`config.mk`:
```
export PLATFORM = sky130hd
export DESIGN_NAME = if_stage_flat
export DESIGN_NICKNAME = d
export VERILOG_FILES = /design/src/rtl/if_stage_if.sv /design/src/rtl/if_stage.sv /design/src/flat_wrapper.sv
export SDC_FILE = /design/constraint.sdc
export NUM_CORES = 1
export LEC_CHECK = 0
export CELL_PAD_IN_SITES_DETAIL_PLACEMENT = 1
export CELL_PAD_IN_SITES_GLOBAL_PLACEMENT = 1
export CORE_UTILIZATION = 33
export CTS_BUF_LIST = sky130_fd_sc_hd__clkbuf_8
export DETAILED_ROUTE_END_ITERATION = 10
export PLACE_DENSITY = 0.95
export REMOVE_ABC_BUFFERS = 1
export SYNTH_ARGS = -nofsm -noshare
export SYNTH_HDL_FRONTEND = slang
export SYNTH_SLANG_ARGS = --single-unit
```
`constraint.sdc`:
```
create_clock -name clk -period 3.9 [get_ports clk]
set_input_delay 0.585 -clock clk [delete_from_list [all_inputs] [get_ports clk]]
set_output_delay 0.585 -clock clk [all_outputs]
set_load 0.1 [all_outputs]
```
`src/rtl/if_stage_if.sv`:
```
// Fetch-stage bus: hazard/redirect inputs from decode, imem port and IF/ID outputs.
// Optional IF_STAGE_STATS_EN adds the fetch_count/kill_count statistics signals.
interface if_stage_if;
  logic        stall;
  logic [1:0]  PCSrc;
  logic [15:0] I_TypeImmediate;
  logic [15:0] J_TypeImmediate;
  logic [15:0] ReturnAddress;
  logic [15:0] imem_data;
  logic [15:0] imem_addr;
  logic [15:0] instruction;
  logic [15:0] NPC;
  logic        valid;
  logic        halted;
`ifdef IF_STAGE_STATS_EN
  logic [15:0] fetch_count;
  logic [15:0] kill_count;

  modport slave (
    input  stall, PCSrc, I_TypeImmediate, J_TypeImmediate, ReturnAddress, imem_data,
    output imem_addr, instruction, NPC, valid, halted, fetch_count, kill_count
  );
  modport master (
    output stall, PCSrc, I_TypeImmediate, J_TypeImmediate, ReturnAddress, imem_data,
    input  imem_addr, instruction, NPC, valid, halted, fetch_count, kill_count
  );
`else
  modport slave (
    input  stall, PCSrc, I_TypeImmediate, J_TypeImmediate, ReturnAddress, imem_data,
    output imem_addr, instruction, NPC, valid, halted
  );
  modport master (
    output stall, PCSrc, I_TypeImmediate, J_TypeImmediate, ReturnAddress, imem_data,
    input  imem_addr, instruction, NPC, valid, halted
  );
`endif
endinterface

```
`src/rtl/if_stage.sv`:
```
// Instruction-fetch stage: PC register, next-PC select and IF/ID register with stall/kill/halt.
// Optional macro IF_STAGE_STATS_EN adds saturating fetch and kill counters.
module if_stage #(
  parameter logic [15:0] RESET_PC    = 16'h0000,
  parameter logic [15:0] NOP_WORD    = 16'h0000,
  parameter logic [3:0]  HALT_OPCODE = 4'hF
) (
  input  logic            clk,
  input  logic            reset,
  if_stage_if.slave       bus,
  output logic [1:0]      o_dbg_state
);

  // Handshake: stall=1 freezes PC and IF/ID; a nonzero PCSrc is honoured only on a
  // RUN cycle with stall=0, so decode must hold PCSrc stable until stall drops.
  typedef enum logic [1:0] {
    S_BOOT = 2'd0,
    S_RUN  = 2'd1,
    S_HALT = 2'd2
  } state_t;

  state_t      r_state;
  state_t      w_next_state;
  logic [15:0] r_pc;
  logic [15:0] r_instr;
  logic [15:0] r_npc;
  logic        r_valid;
  logic        r_halted;

  logic [15:0] w_pc_next;
  logic [15:0] w_instr_next;
  logic [15:0] w_npc_next;
  logic        w_valid_next;
  logic        w_halted_next;
  logic [15:0] w_pc_inc;
  logic [15:0] w_target;
  logic        w_fetch;
  logic        w_kill;

  assign w_pc_inc = r_pc + 16'd1;

  always_comb begin
    w_target = w_pc_inc;
    case (bus.PCSrc)
      2'd1:    w_target = bus.I_TypeImmediate;
      2'd2:    w_target = bus.J_TypeImmediate;
      2'd3:    w_target = bus.ReturnAddress;
      default: w_target = w_pc_inc;
    endcase
  end

  always_comb begin
    w_next_state  = r_state;
    w_pc_next     = r_pc;
    w_instr_next  = r_instr;
    w_npc_next    = r_npc;
    w_valid_next  = r_valid;
    w_halted_next = r_halted;
    w_fetch       = 1'b0;
    w_kill        = 1'b0;
    case (r_state)
      S_BOOT: begin
        w_instr_next = NOP_WORD;
        w_npc_next   = 16'd0;
        w_valid_next = 1'b0;
        w_next_state = S_RUN;
      end
      S_RUN: begin
        if (!bus.stall) begin
          if (bus.PCSrc != 2'd0) begin
            // The word fetched alongside the redirect is squashed; no halt check on it.
            w_pc_next    = w_target;
            w_instr_next = NOP_WORD;
            w_npc_next   = 16'd0;
            w_valid_next = 1'b0;
            w_kill       = 1'b1;
          end else begin
            w_instr_next = bus.imem_data;
            w_npc_next   = w_pc_inc;
            w_valid_next = 1'b1;
            w_fetch      = 1'b1;
            if (bus.imem_data[15:12] == HALT_OPCODE) begin
              w_next_state = S_HALT;
            end else begin
              w_pc_next = w_pc_inc;
            end
          end
        end
      end
      S_HALT: begin
        w_instr_next  = NOP_WORD;
        w_valid_next  = 1'b0;
        w_halted_next = 1'b1;
      end
      default: begin
        w_next_state = S_BOOT;
      end
    endcase
  end

  always_ff @(posedge clk) begin
    if (reset) begin
      r_state  <= S_BOOT;
      r_pc     <= RESET_PC;
      r_instr  <= NOP_WORD;
      r_npc    <= 16'd0;
      r_valid  <= 1'b0;
      r_halted <= 1'b0;
    end else begin
      r_state  <= w_next_state;
      r_pc     <= w_pc_next;
      r_instr  <= w_instr_next;
      r_npc    <= w_npc_next;
      r_valid  <= w_valid_next;
      r_halted <= w_halted_next;
    end
  end

  assign bus.imem_addr   = r_pc;
  assign bus.instruction = r_instr;
  assign bus.NPC         = r_npc;
  assign bus.valid       = r_valid;
  assign bus.halted      = r_halted;
  assign o_dbg_state     = r_state;

`ifdef IF_STAGE_STATS_EN
  logic [15:0] r_fetch_count;
  logic [15:0] r_kill_count;

  always_ff @(posedge clk) begin
    if (reset) begin
      r_fetch_count <= 16'd0;
      r_kill_count  <= 16'd0;
    end else begin
      if (w_fetch && (r_fetch_count != 16'hFFFF)) r_fetch_count <= r_fetch_count + 16'd1;
      if (w_kill && (r_kill_count != 16'hFFFF))   r_kill_count  <= r_kill_count + 16'd1;
    end
  end

  assign bus.fetch_count = r_fetch_count;
  assign bus.kill_count  = r_kill_count;
`endif

endmodule

```
`src/flat_wrapper.sv`:
```
// flat-port wrapper written by rule: the top's interface ports become plain ports
module if_stage_flat 
#(
  parameter logic [15:0] RESET_PC    = 16'h0000,
  parameter logic [15:0] NOP_WORD    = 16'h0000,
  parameter logic [3:0]  HALT_OPCODE = 4'hF
)
  (clk, reset, o_dbg_state, bus_stall, bus_PCSrc, bus_I_TypeImmediate, bus_J_TypeImmediate, bus_ReturnAddress, bus_imem_data, bus_imem_addr, bus_instruction, bus_NPC, bus_valid, bus_halted);
  if_stage_if bus_i ();
  input  logic clk;
  input  logic reset;
  output logic [1:0] o_dbg_state;
  input wire logic [$bits(bus_i.stall)-1:0] bus_stall;
  input wire logic [$bits(bus_i.PCSrc)-1:0] bus_PCSrc;
  input wire logic [$bits(bus_i.I_TypeImmediate)-1:0] bus_I_TypeImmediate;
  input wire logic [$bits(bus_i.J_TypeImmediate)-1:0] bus_J_TypeImmediate;
  input wire logic [$bits(bus_i.ReturnAddress)-1:0] bus_ReturnAddress;
  input wire logic [$bits(bus_i.imem_data)-1:0] bus_imem_data;
  output wire logic [$bits(bus_i.imem_addr)-1:0] bus_imem_addr;
  output wire logic [$bits(bus_i.instruction)-1:0] bus_instruction;
  output wire logic [$bits(bus_i.NPC)-1:0] bus_NPC;
  output wire logic [$bits(bus_i.valid)-1:0] bus_valid;
  output wire logic [$bits(bus_i.halted)-1:0] bus_halted;
  assign bus_i.stall = bus_stall;
  assign bus_i.PCSrc = bus_PCSrc;
  assign bus_i.I_TypeImmediate = bus_I_TypeImmediate;
  assign bus_i.J_TypeImmediate = bus_J_TypeImmediate;
  assign bus_i.ReturnAddress = bus_ReturnAddress;
  assign bus_i.imem_data = bus_imem_data;
  assign bus_imem_addr = bus_i.imem_addr;
  assign bus_instruction = bus_i.instruction;
  assign bus_NPC = bus_i.NPC;
  assign bus_valid = bus_i.valid;
  assign bus_halted = bus_i.halted;
  if_stage #(.RESET_PC(RESET_PC), .NOP_WORD(NOP_WORD), .HALT_OPCODE(HALT_OPCODE)) u_core (.clk(clk), .reset(reset), .bus(bus_i), .o_dbg_state(o_dbg_state));
endmodule
```
==> results.md <==
* Status: finished clean
* Most frequent cell after synthesis: dfxtp_1
* P per Cell Area at 326 nW/um2
* IO Pins at 121
* Power share of the combinational group at 23.2%
* Switching part of the total at 28.8%
* DP Worst Slack at 1.06 ns
* Ys flop type: dfxtp_1
* Slew @ Worst Pin at 1.07 ns
* CTS Buf Count at 5
* Skew-Pair Late Insertion Delay at 0.30 ns
* Largest net degree at the start of global routing at 48
* Psw at 0.372 mW
* Max incr delay on CP at 1.20 ns
* Worst setup EP type: output port
* Sequential share of the synthesized area at 40.0%
* Clock sink count at 52
* R2r setup slk at 1.90 ns
* Worst path bufs/invs at 1
* Critical path cell sequence: clkdlybuf4s50_1
* Crit path DAT at 2.03 ns
* Count of input and output buffers at 120
* Hold Buf Count CTS at 0
* Share of layout cells above drive strength 1 at 8.71%
* Dpl hpwl at 6.49 mm
* Number of synthesized flops with an enable pin at 0
* Area grow syn2layout at 52.7%
* Post-route clock period utilization at 67.1%
* Synth cell count leaders: dfxtp_1, nor2_1, a22oi_1
* Slew Viols, Final at 0
* Relative slew margins at 28.5%
* Hold Slack at 0.476 ns
* Chip width at 90.8 um
* Placer Congestion at 0.798
* Leading area contributor after synthesis: dfxtp_1
* Effective utilization at floorplan at 33.8%
* Die Ht at 90.8 um
* Max IR drop VDD at 0.000224 V
* Drt wl/cell at 17.5 um
* Slowest-stage cell, CP: clkdlybuf4s50_1
* First-pass GRT wire length at 14.2 mm
* Final nets at 472
* Leading post-synthesis cells by cell area: dfxtp_1, a22oi_1, nor2_1
* Crit-path max FO at 8
* Initial antenna violation count at 0
* Root Buffer: clkbuf_8
* Max Cap Viol at 0
* Post-synthesis cell type count at 48
* Residual DRC count at 0
* Vias at 2748
* Cell Area, Synth at 2600 um2
* Post-Syn Instances at 290
* Warnings from Yosys at 0
* Clock Pin Slew Worst Setup and Hold Paths at 0.09 ns
* CP top delay family: buffers and inverters
* Grt total ovfl at 0
* Synth top area share at 40.0%
* Max Clock Freq at 382 MHz
* WS Path Type: flop to output port
* 1st-pass router iterations at 4
* N_diodes at 0
* Fraction of registers with async set/reset at 0%
* Routed wire length at 8.82 mm
* CTS Buffer Depth at 2
* Reg power frac at 43.6%
* Cell-internal power at 0.920 mW
* Skew final at 0.0110 ns
* Htree depth at 2
* Row Count at 32
* Final-report hold violation count at 0
* CTS tree: built
* Yosys reg bits at 52
* Clock network power share at 33.2%
* Number of nets with antenna violations after routing at 0
* Total core area at 7690 um2
* Hold Crit Class: flop to flop
* Final Setup Violations at 0
* Req. time, crit path at 3.31 ns
* Die area at 8240 um2
* Critical Path Source Type: flop
* Fin crit period at 2.62 ns
* Count of cells resized by post-cts repair at 0
* Post-route worst setup slack at 1.28 ns
* Leakage at 1.37 nW
* Setup_tns at 0 ns
* Number of setup buffers added after CTS at 0
* 1st-iter DRT viols at 116
* Syn Area/Cell at 8.97 um2
* Vias in the first global route at 2824
* DR vias/cell at 5.45
* GR Util All Layers at 21.4%
* RSZ-0062 raised after global routing: no
-- routing by layer --
metal,vias up,GRT usage (%),share of wire (%)
met5,-,0,0
met4,0,7.26,2.1
met3,20,4.04,5.4
met2,104,37.8,52
met1,1333,25.9,41
li1,1291,-,-
-- final timing paths --
kind | start | end | depth (start not counted)
setup reg to reg | u_core.bus.imem_addr[0] | u_core.bus.NPC[12] | 6
setup / recovery | u_core.bus.imem_addr[0] | bus_imem_addr[0] | 1
hold / removal | u_core.bus.NPC[11] | u_core.bus.NPC[11] | 2
hold reg to reg | u_core.bus.NPC[11] | u_core.bus.NPC[11] | 2
-- kinds of logic after synthesis --
family / count (synthesis) / synth area share (%)
adder cells (fa/ha/maj): 1 / 0.481
multiplexers: 16 / 7.70
buffers and inverters: 27 / 5.63
XOR/XNOR: 14 / 4.72
AO/OA/AOI/OAI: 83 / 23.3
flip-flops: 52 / 40.0
AND/OR/NAND/NOR: 97 / 18.1
-- metrics by stage --
step                instances  util (%)  instance area (um2)  total power [mW]
floorplan                 270         -                 2480             0.736
global placement          497      50.0                 3840             0.868
detailed placement        497      50.0                 3840             0.876
CTS                       504      51.6                 3970              1.30
global route              504      51.6                 3970              1.34
finish                    504      51.6                 3970              1.29
-- power by group through the flow --
stage                     logic (mW)  clock network, mW  registers, mW
final                          0.300              0.429          0.563
after global routing           0.316              0.461          0.566
after CTS                      0.302              0.440          0.563
after detailed placement       0.301                  0          0.575
after global placement         0.293                  0          0.574
after floorplan               0.0743                  0          0.662
-- registers in the layout, indices dropped and copies added, names as in the netlist --
register and cells:
u_core.bus.NPC 16, u_core.bus.imem_addr 16, u_core.bus.valid 1, u_core.bus.halted 1, u_core.o_dbg_state 2, u_core.bus.instruction 16
-- placed cells by master, fill, tap and decap left out, drive strengths merged, types with 3 or more instances in the layout --
cell,n
nor2b,4
o32ai,5
o31a,3
xor2,7
clkbuf,5
nand4,4
nor3,6
clkdlybuf4s50,119
nand2,15
inv,6
dfxtp,52
buf,6
o21ai,10
a21oi,9
a221oi,5
a22oi,34
xnor2,7
nand3,12
a221o,4
mux2,12
nor2,48
-- area by class of cell --
| cell class | instances | area (um2) |
|---|---|---|
| clock inverter | 2 | 60.1 |
| inverter | 7 | 26.3 |
| clock buffer | 5 | 68.8 |
| timing repair buffer | 125 | 1230 |
| tap | 102 | 128 |
| fill | 896 | 3720 |
| sequential | 52 | 1040 |
| multi-input combinational | 211 | 1410 |
(Power assumes the default switching activity.)
